<file path="config.mk">
export PLATFORM = sky130hd
export DESIGN_NAME = timer_ctrl_flat
export DESIGN_NICKNAME = d
export VERILOG_FILES = /design/src/rtl/timer_ctrl_pkg.sv /design/src/rtl/timer_ctrl_if.sv /design/src/rtl/timer_ctrl_prescaler.sv /design/src/rtl/timer_ctrl.sv /design/src/flat_wrapper.sv
export SDC_FILE = /design/constraint.sdc
export NUM_CORES = 1
export LEC_CHECK = 0
export ABC_AREA = 1
export CORE_MARGIN = 2
export CORE_UTILIZATION = 48
export DETAILED_ROUTE_END_ITERATION = 10
export PLACE_DENSITY = 0.78
export SETUP_SLACK_MARGIN = 0.02
export SYNTH_ARGS = -nofsm -noshare
export SYNTH_HDL_FRONTEND = slang
export SYNTH_HIERARCHICAL = 1
export SYNTH_SLANG_ARGS = --single-unit
</file>
<file path="constraint.sdc">
create_clock -name clk_i -period 2.2 [get_ports clk_i]
set_input_delay 0.33 -clock clk_i [delete_from_list [all_inputs] [get_ports clk_i]]
set_output_delay 0.33 -clock clk_i [all_outputs]
set_load 0.005 [all_outputs]
</file>
<file path="src/rtl/timer_ctrl_pkg.sv">
// ---------------------------------------------------------------------------
// timer_ctrl_pkg
// Shared types and default widths for the timer control block.
//   state_e : FSM state encoding (IDLE / RUN / PAUSE), 2-bit
//   mode_e  : counting mode (one-shot / periodic)
//   cfg_t   : one complete timer configuration at the default widths
// ---------------------------------------------------------------------------
package timer_ctrl_pkg;

    localparam int TIMER_WIDTH     = 16;
    localparam int TIMER_PSC_WIDTH = 8;

    typedef enum logic [1:0] {
        IDLE  = 2'd0,
        RUN   = 2'd1,
        PAUSE = 2'd2
    } state_e;

    typedef enum logic {
        MODE_ONESHOT  = 1'b0,
        MODE_PERIODIC = 1'b1
    } mode_e;

    typedef struct packed {
        logic [TIMER_WIDTH-1:0]     period;
        logic [TIMER_PSC_WIDTH-1:0] psc;
        mode_e                      mode;
    } cfg_t;

endpackage

</file>
<file path="src/rtl/timer_ctrl_if.sv">
// ---------------------------------------------------------------------------
// timer_ctrl_if
// Control/status bundle between the core's register logic (master) and the
// timer control block (slave).
//
// Signalling: every input is a plain level sampled on each rising clock edge;
// there is no back-pressure. cfg_we_i is a write strobe that is accepted only
// while the block is IDLE and otherwise reported through a one-cycle
// cfg_err_o pulse the cycle after. start_i/stop_i are requests sampled every
// cycle (stop_i wins when both are high). tick_en_o and expire_o are
// combinational single-cycle pulses; irq_o/ovr_o are sticky until irq_ack_i.
//
// Signals:
//   cfg_we_i, cfg_period_i, cfg_psc_i, cfg_mode_i : configuration write
//   start_i, stop_i, irq_ack_i                    : control requests
//   busy_o, count_o, tick_en_o, expire_o          : timer status
//   irq_o, ovr_o, cfg_err_o                       : interrupt / error flags
//   dbg_state_o                                   : current FSM state
// ---------------------------------------------------------------------------
interface timer_ctrl_if
    import timer_ctrl_pkg::*;
#(
    parameter int WIDTH     = TIMER_WIDTH,
    parameter int PSC_WIDTH = TIMER_PSC_WIDTH
) ();

    logic                 cfg_we_i;
    logic [WIDTH-1:0]     cfg_period_i;
    logic [PSC_WIDTH-1:0] cfg_psc_i;
    logic                 cfg_mode_i;
    logic                 start_i;
    logic                 stop_i;
    logic                 irq_ack_i;

    logic                 busy_o;
    logic [WIDTH-1:0]     count_o;
    logic                 tick_en_o;
    logic                 expire_o;
    logic                 irq_o;
    logic                 ovr_o;
    logic                 cfg_err_o;
    state_e               dbg_state_o;

    modport master (
        output cfg_we_i, cfg_period_i, cfg_psc_i, cfg_mode_i,
        output start_i, stop_i, irq_ack_i,
        input  busy_o, count_o, tick_en_o, expire_o,
        input  irq_o, ovr_o, cfg_err_o, dbg_state_o
    );

    modport slave (
        input  cfg_we_i, cfg_period_i, cfg_psc_i, cfg_mode_i,
        input  start_i, stop_i, irq_ack_i,
        output busy_o, count_o, tick_en_o, expire_o,
        output irq_o, ovr_o, cfg_err_o, dbg_state_o
    );

endinterface

</file>
<file path="src/rtl/timer_ctrl_prescaler.sv">
// ---------------------------------------------------------------------------
// timer_prescaler
// Divides the clock into a count-enable pulse: one tick every psc_i+1 cycles
// while run_i is high.
//   clk_i, rst_n_i : clock, asynchronous active-low reset
//   psc_i          : divide value
//   run_i          : advance the prescale counter this cycle (held when low)
//   clear_i        : force the prescale counter back to 0
//   tick_en_o      : count-enable pulse (combinational from run_i/counter)
// ---------------------------------------------------------------------------
module timer_prescaler #(
    parameter int PSC_WIDTH = 8
) (
    input  logic                 clk_i,
    input  logic                 rst_n_i,
    input  logic [PSC_WIDTH-1:0] psc_i,
    input  logic                 run_i,
    input  logic                 clear_i,
    output logic                 tick_en_o
);

    logic [PSC_WIDTH-1:0] psc_cnt_q;
    logic [PSC_WIDTH-1:0] psc_cnt_d;

    assign tick_en_o = run_i && (psc_cnt_q == psc_i);

    always_comb begin
        psc_cnt_d = psc_cnt_q;
        if (clear_i) begin
            psc_cnt_d = '0;
        end else if (run_i) begin
            psc_cnt_d = tick_en_o ? '0 : psc_cnt_q + 1'b1;
        end
    end

    always_ff @(posedge clk_i or negedge rst_n_i) begin
        if (!rst_n_i) begin
            psc_cnt_q <= '0;
        end else begin
            psc_cnt_q <= psc_cnt_d;
        end
    end

endmodule

</file>
<file path="src/rtl/timer_ctrl.sv">
// ---------------------------------------------------------------------------
// timer_ctrl
// Control and sequencing for an up-counting timer: holds the configuration,
// sequences start/pause/resume/stop, owns the count register and raises a
// sticky interrupt with overrun detection on expiry.
//   clk_i   : clock
//   rst_n_i : asynchronous active-low reset
//   bus     : timer_ctrl_if.slave (config, start/stop/ack in; status out)
// ---------------------------------------------------------------------------
module timer_ctrl
    import timer_ctrl_pkg::*;
#(
    parameter int WIDTH     = TIMER_WIDTH,
    parameter int PSC_WIDTH = TIMER_PSC_WIDTH
) (
    input logic         clk_i,
    input logic         rst_n_i,
    timer_ctrl_if.slave bus
);

    state_e               state_q, state_d;
    logic [WIDTH-1:0]     count_q, count_d;
    logic [WIDTH-1:0]     period_q;
    logic [PSC_WIDTH-1:0] psc_q;
    mode_e                mode_q;
    logic                 irq_q, irq_d;
    logic                 ovr_q, ovr_d;
    logic                 cfg_err_q;

    logic run;
    logic clear;
    logic tick_en;
    logic at_period;
    logic expire;

    // stop_i in RUN freezes the prescaler in the same cycle, which is what
    // gives stop priority over a coincident tick/expiry.
    assign run   = (state_q == RUN) && !bus.stop_i;
    // Prescaler restarts from 0 on a fresh start and on a stop from PAUSE.
    assign clear = ((state_q == IDLE)  && bus.start_i && !bus.stop_i) ||
                   ((state_q == PAUSE) && bus.stop_i);

    timer_prescaler #(
        .PSC_WIDTH (PSC_WIDTH)
    ) u_prescaler (
        .clk_i     (clk_i),
        .rst_n_i   (rst_n_i),
        .psc_i     (psc_q),
        .run_i     (run),
        .clear_i   (clear),
        .tick_en_o (tick_en)
    );

    assign at_period = (count_q == period_q);
    assign expire    = tick_en && at_period;

    // FSM next state and count register
    always_comb begin
        state_d = state_q;
        count_d = count_q;
        case (state_q)
            IDLE: begin
                if (bus.start_i && !bus.stop_i) begin
                    state_d = RUN;
                    count_d = '0;
                end
            end
            RUN: begin
                if (bus.stop_i) begin
                    state_d = PAUSE;
                end else if (tick_en) begin
                    if (at_period) begin
                        count_d = '0;
                        if (mode_q == MODE_ONESHOT) begin
                            state_d = IDLE;
                        end
                    end else begin
                        count_d = count_q + 1'b1;
                    end
                end
            end
            PAUSE: begin
                if (bus.stop_i) begin
                    state_d = IDLE;
                    count_d = '0;
                end else if (bus.start_i) begin
                    state_d = RUN;
                end
            end
            default: begin
                state_d = IDLE;
                count_d = '0;
            end
        endcase
    end

    // Set beats acknowledge; overrun only latches when the pending irq is
    // not being acknowledged in the same cycle.
    always_comb begin
        irq_d = irq_q;
        ovr_d = ovr_q;
        if (expire) begin
            irq_d = 1'b1;
        end else if (bus.irq_ack_i) begin
            irq_d = 1'b0;
        end
        if (expire && irq_q && !bus.irq_ack_i) begin
            ovr_d = 1'b1;
        end else if (bus.irq_ack_i) begin
            ovr_d = 1'b0;
        end
    end

    always_ff @(posedge clk_i or negedge rst_n_i) begin
        if (!rst_n_i) begin
            state_q   <= IDLE;
            count_q   <= '0;
            irq_q     <= 1'b0;
            ovr_q     <= 1'b0;
            cfg_err_q <= 1'b0;
        end else begin
            state_q   <= state_d;
            count_q   <= count_d;
            irq_q     <= irq_d;
            ovr_q     <= ovr_d;
            cfg_err_q <= bus.cfg_we_i && (state_q != IDLE);
        end
    end

    // Configuration may only change while the timer is idle.
    always_ff @(posedge clk_i or negedge rst_n_i) begin
        if (!rst_n_i) begin
            period_q <= '1;
            psc_q    <= '0;
            mode_q   <= MODE_ONESHOT;
        end else if (bus.cfg_we_i && (state_q == IDLE)) begin
            period_q <= bus.cfg_period_i;
            psc_q    <= bus.cfg_psc_i;
            mode_q   <= mode_e'(bus.cfg_mode_i);
        end
    end

    assign bus.busy_o      = (state_q != IDLE);
    assign bus.count_o     = count_q;
    assign bus.tick_en_o   = tick_en;
    assign bus.expire_o    = expire;
    assign bus.irq_o       = irq_q;
    assign bus.ovr_o       = ovr_q;
    assign bus.cfg_err_o   = cfg_err_q;
    assign bus.dbg_state_o = state_q;

endmodule

</file>
<file path="src/flat_wrapper.sv">
// flat-port wrapper written by rule: the top's interface ports become plain ports
module timer_ctrl_flat import timer_ctrl_pkg::*;
#(
    parameter int WIDTH     = TIMER_WIDTH,
    parameter int PSC_WIDTH = TIMER_PSC_WIDTH
)
  (clk_i, rst_n_i, bus_cfg_we_i, bus_cfg_period_i, bus_cfg_psc_i, bus_cfg_mode_i, bus_start_i, bus_stop_i, bus_irq_ack_i, bus_busy_o, bus_count_o, bus_tick_en_o, bus_expire_o, bus_irq_o, bus_ovr_o, bus_cfg_err_o, bus_dbg_state_o);
  timer_ctrl_if #(.WIDTH(WIDTH), .PSC_WIDTH(PSC_WIDTH)) bus_i ();
  input logic clk_i;
  input logic rst_n_i;
  input wire logic [$bits(bus_i.cfg_we_i)-1:0] bus_cfg_we_i;
  input wire logic [$bits(bus_i.cfg_period_i)-1:0] bus_cfg_period_i;
  input wire logic [$bits(bus_i.cfg_psc_i)-1:0] bus_cfg_psc_i;
  input wire logic [$bits(bus_i.cfg_mode_i)-1:0] bus_cfg_mode_i;
  input wire logic [$bits(bus_i.start_i)-1:0] bus_start_i;
  input wire logic [$bits(bus_i.stop_i)-1:0] bus_stop_i;
  input wire logic [$bits(bus_i.irq_ack_i)-1:0] bus_irq_ack_i;
  output wire logic [$bits(bus_i.busy_o)-1:0] bus_busy_o;
  output wire logic [$bits(bus_i.count_o)-1:0] bus_count_o;
  output wire logic [$bits(bus_i.tick_en_o)-1:0] bus_tick_en_o;
  output wire logic [$bits(bus_i.expire_o)-1:0] bus_expire_o;
  output wire logic [$bits(bus_i.irq_o)-1:0] bus_irq_o;
  output wire logic [$bits(bus_i.ovr_o)-1:0] bus_ovr_o;
  output wire logic [$bits(bus_i.cfg_err_o)-1:0] bus_cfg_err_o;
  output wire logic [$bits(bus_i.dbg_state_o)-1:0] bus_dbg_state_o;
  assign bus_i.cfg_we_i = bus_cfg_we_i;
  assign bus_i.cfg_period_i = bus_cfg_period_i;
  assign bus_i.cfg_psc_i = bus_cfg_psc_i;
  assign bus_i.cfg_mode_i = bus_cfg_mode_i;
  assign bus_i.start_i = bus_start_i;
  assign bus_i.stop_i = bus_stop_i;
  assign bus_i.irq_ack_i = bus_irq_ack_i;
  assign bus_busy_o = bus_i.busy_o;
  assign bus_count_o = bus_i.count_o;
  assign bus_tick_en_o = bus_i.tick_en_o;
  assign bus_expire_o = bus_i.expire_o;
  assign bus_irq_o = bus_i.irq_o;
  assign bus_ovr_o = bus_i.ovr_o;
  assign bus_cfg_err_o = bus_i.cfg_err_o;
  assign bus_dbg_state_o = bus_i.dbg_state_o;
  timer_ctrl #(.WIDTH(WIDTH), .PSC_WIDTH(PSC_WIDTH)) u_core (.clk_i(clk_i), .rst_n_i(rst_n_i), .bus(bus_i));
endmodule
</file>
==> results, run 1 <==
- Overall power consumption after layout is estimated at approximately 2900 uW.
- The number of antenna violations at the first check in global routing was 0.
- The final worst clock skew is between 10 and 15 ps.
- The power density over cell area is around 680 mW/mm^2.
- At the pin with the least slew margin, the transition time is around 550 ps.
- The average instance in the mapped netlist occupies about 8 sq um.
- The register area is between 0.001 and 0.0015 sq mm.
- Clock-pin slew was measured on the worst setup and hold paths at 110 ps.
- The clock tree from TritonCTS is built.
- The area growth from synthesis to layout is 33.2%.
- The dominant combinational cell family by area after synthesis is simple AND/OR/NAND/NOR gates.
- The via count is ~2.8k.
- In this run, the number of DRC markers left after iteration 0 of detailed routing was around 160.
- In this run the core area contains 29 standard-cell rows.
- Input and output buffers added on the ports amount to 54.
- Counting every net in the synthesized netlist gives between 400 and 500.
- Once detailed placement completed, the half-perimeter wirelength came to about 5100 um.
- Once placement completed, the tool counted placed cells totaling between 500 and 600.
- Setup violations remaining at the end of the flow were counted as 0.
- From left edge to right edge, the die measures ~85 um.
- The ratio of cells with drive above 1 in the final layout is ~28%.
- The synthesized netlist devotes 4.96% of its cell area to XOR and XNOR gates.
- Setup repair after global routing could not meet its margin everywhere.
- The worst path required time is 2390 ps.
- Of the total synthesized cell area, the portion taken by AND, OR, NAND and NOR gates is 30.6%.
- The worst relative slew slack is a little over three fifths.
- The count of max-cap constraint violations is 0.
- After synthesis, the share of cell area in mux cells is under 10%.
- Along the worst path, the maximum fanout reaches 8.
- The synthesized-area fraction occupied by ao, oa, aoi and oai cells is between 6 and 7%.
- The number of nets still failing antenna checks after routing is 0.
- The first-pass iteration count of the detailed router is 6.
- The total of flip-flops plus latches after synthesis is 54.
- The overall die area is about 0.0073 sq mm.
- During synthesis, Yosys emitted a total of 6 warnings.
- The maximum number of buffers from clock root to sink is 2.
- After routing the design area is between 0.004 and 0.005 sq mm.
- The initial utilization of the core area, before any placement, comes to about half.
- The total area inside the core boundary comes to around 0.0064 sq mm.
- The number of filler instances in the final layout is 531.
- Excluding fillers, the count of instances in the completed layout stands at 560.
- Leaving out fill and tap cells, the most frequent cell in the layout is nand2_1.
- At the end of routability-driven placement, the weighted congestion stood at around 0.79.
- The hold violation count in the final report is 0.
- The detailed-route wire length is 7280 um.
- The number of top-level pins is 55.
- The synthesized netlist occupies a cell area of roughly 0.0032 sq mm.
- The overflow left after global routing is 0.
- The peak clock frequency supported by timing is around 0.46 GHz.
- VDD sags by at most slightly above 0.4 mV.
- The adder and majority cell fraction of the synthesized area is less than 1%.
- The share of the cycle needed by the critical path after routing is slightly below 100%.
- The largest net degree at the start of global routing is 55.
- The number of global-route vias before repair is 2,886.
- The number of buffers created by CTS is 5.
- Dividing the detail-routed via count by the number of cells gives 4.98.
- The worst setup path is launched from a flop.
- Dividing the detail-routed wire length by the instance count gives 13.0 um.
- The number of H-tree branching levels is 2.
- The top cell types in the final layout, fill and taps aside, are 102 x nand2_1, 51 x clkdlybuf4s50_1, 46 x inv_1.
- In the final layout, the multi-input gates occupy 0.00158 sq mm.
- The final layout contains around 500 nets.
- The static leakage is 0.00199 uW.
- The critical setup path kind is reg -> reg.
- Yosys mapped the design onto 33 distinct sky130hd cell types.
- The number of max-slew violations in the final report is 0.
- The path category of the worst min-delay check is in -> async.
- The first global-routing pass estimated ~12,000 um of wire.
- In the routed design, unresolved DRC markers number 0.
- The worst path in the final design needs a cycle of 2160 ps, including I/O delays and setup.
- The portion of the post-synthesis area used by sequential elements is between 40 and 50%.
- The gate count after technology mapping is slightly below 400.
- The clock network latency to the later pin of the worst-skew pair is roughly 310 ps.
- STA puts the critical path data arrival time at ~2400 ps.
- The chip height is about 85 um.
- The final worst hold slack is 5.34 ps.
- Summing all placed instances gives a cell area of a little under 0.004 sq mm.
- The nature of the critical path endpoint is a flop.
- Clock tree synthesis found a total of 54 sinks.
- The global router's overall resource usage is 20.4%.
- The flow ran to the end, and the final reports show no timing, DRC or antenna violations.
- The number of antenna diodes in the final layout is 0.
- The clock root buffer master is clkbuf_8.
-- timing repair --
action,CTS,global route
setup buffers,4,9
hold buffers,0,0
resized for setup,9,24
pin swaps,3,8
setup endpoints to repair,2,18
-- cell usage after synthesis --
master,instances,area share [%]
clkbuf_1,1,0.12
nor3_2,1,0.32
nand2_8,1,0.63
o21bai_2,1,0.35
buf_4,1,0.24
nand2_1,104,12
nand3_4,1,0.55
nand3_2,4,1.3
nand2_4,2,0.71
mux2_2,14,5.0
a21oi_2,6,1.7
inv_1,48,5.7
clkinv_1,1,0.12
a21o_2,1,0.28
o21ai_0,4,0.63
dfrtp_1,38,30
o21ai_1,3,0.47
xor2_1,18,5.0
buf_2,2,0.32
nand2_2,4,0.79
ha_1,2,0.79
nand4_1,14,2.8
inv_2,10,1.2
a21oi_1,19,3.0
buf_6,3,1.1
dfstp_2,16,13
nor2_4,7,2.5
o211ai_1,1,0.24
nor3_1,1,0.16
nor2_2,9,1.8
nor2_1,42,5.0
nand3_1,12,1.9
o31ai_1,1,0.24
-- critical path: stages (launching register included) --
cell and delay, ps:
dfrtp_1 410, inv_2 80, nand2_4 60, nor2_4 90
inv_2 50, a21oi_2 90, nand2_1 70, nor2_2 130
nand3_4 80, inv_2 70, buf_6 100, buf_6 90
a21oi_4 50, nor2_4 170, buf_12 150, buf_8 120
buf_6 90, nand2_2 40, nand2_1 60, a21oi_1 40
-- through the flow --
stage / worst slack (ps) / TNS, ps / util, %
floorplan: 25.8 / 0 / -
global placement: -210 / -1000 / 61.9
detailed placement: -266 / -1980 / 61.9
CTS: -29.2 / -29.2 / 64.3
global route: -83.7 / -568 / 66.3
finish: 37.7 / 0 / 66.3
-- state kept, by name, indices dropped and copies added (netlist names) --
name                          count
u_core/mode_q                     1
u_core/bus.irq_o                  1
u_core/bus.count_o               16
u_core/bus.dbg_state_o            2
u_core/bus.cfg_err_o              1
u_core/bus.ovr_o                  1
u_core/u_prescaler/psc_cnt_q      8
u_core/period_q                  16
u_core/psc_q                      8
-- worst paths after layout --
path / slack [ps] / startpoint / cells after the start / to
setup / recovery: 40 / u_core/bus.dbg_state_o[1] / 19 / u_core/bus.count_o[8]
hold / removal: 5 / rst_n_i / 2 / u_core/bus.count_o[14]
setup reg to reg: 40 / u_core/bus.dbg_state_o[1] / 19 / u_core/bus.count_o[8]
hold reg to reg: 490 / u_core/period_q[9] / 2 / u_core/period_q[9]
max in group asynchronous: 1900 / rst_n_i / 2 / u_core/period_q[13]
min in group clk_i: 490 / u_core/period_q[9] / 2 / u_core/period_q[9]
-- kinds of logic (layout without fill, tap and decap cells) --
| logic type | after synthesis | count (layout) |
|---|---|---|
| simple gates | 202 | 202 |
| xor+xnor | 18 | 18 |
| flops | 54 | 54 |
| buf+inv | 66 | 157 |
| fa+ha+maj | 2 | 2 |
| compound gates | 36 | 36 |
| mux | 14 | 14 |
-- routing by layer --
metal  GRT usage (%)  wire, um  up-vias
li1                -         -     1402
met1            25.4      3450     1328
met2            36.3      3510       56
met3            3.70       263        4
met4            5.77        56        0
met5               0         0        -
-- cell type report --
class	instances	share of cell area [%]
Multi-Input combinational cell	272	37.4
Sequential cell	54	32.4
Timing Repair Buffer	90	20.1
Inverter	59	5.23
Tap cell	77	2.28
Clock buffer	5	1.63
Clock inverter	3	0.946
-- report_power, final --
part           total [uW]  switching (uW)  internal, uW
clock network         676             339           336
registers            1310             122          1190
logic                 881             451           430
total                2870             912          1960
No activity file was read; power rests on OpenSTA's default activity.
==> run 2, diff against run 1 <==
CTS_CLUSTER_DIAMETER = 120   (was unset)
==> results of run 2 <==
The final DEF is identical to that of run 1; final timing and power are the same.
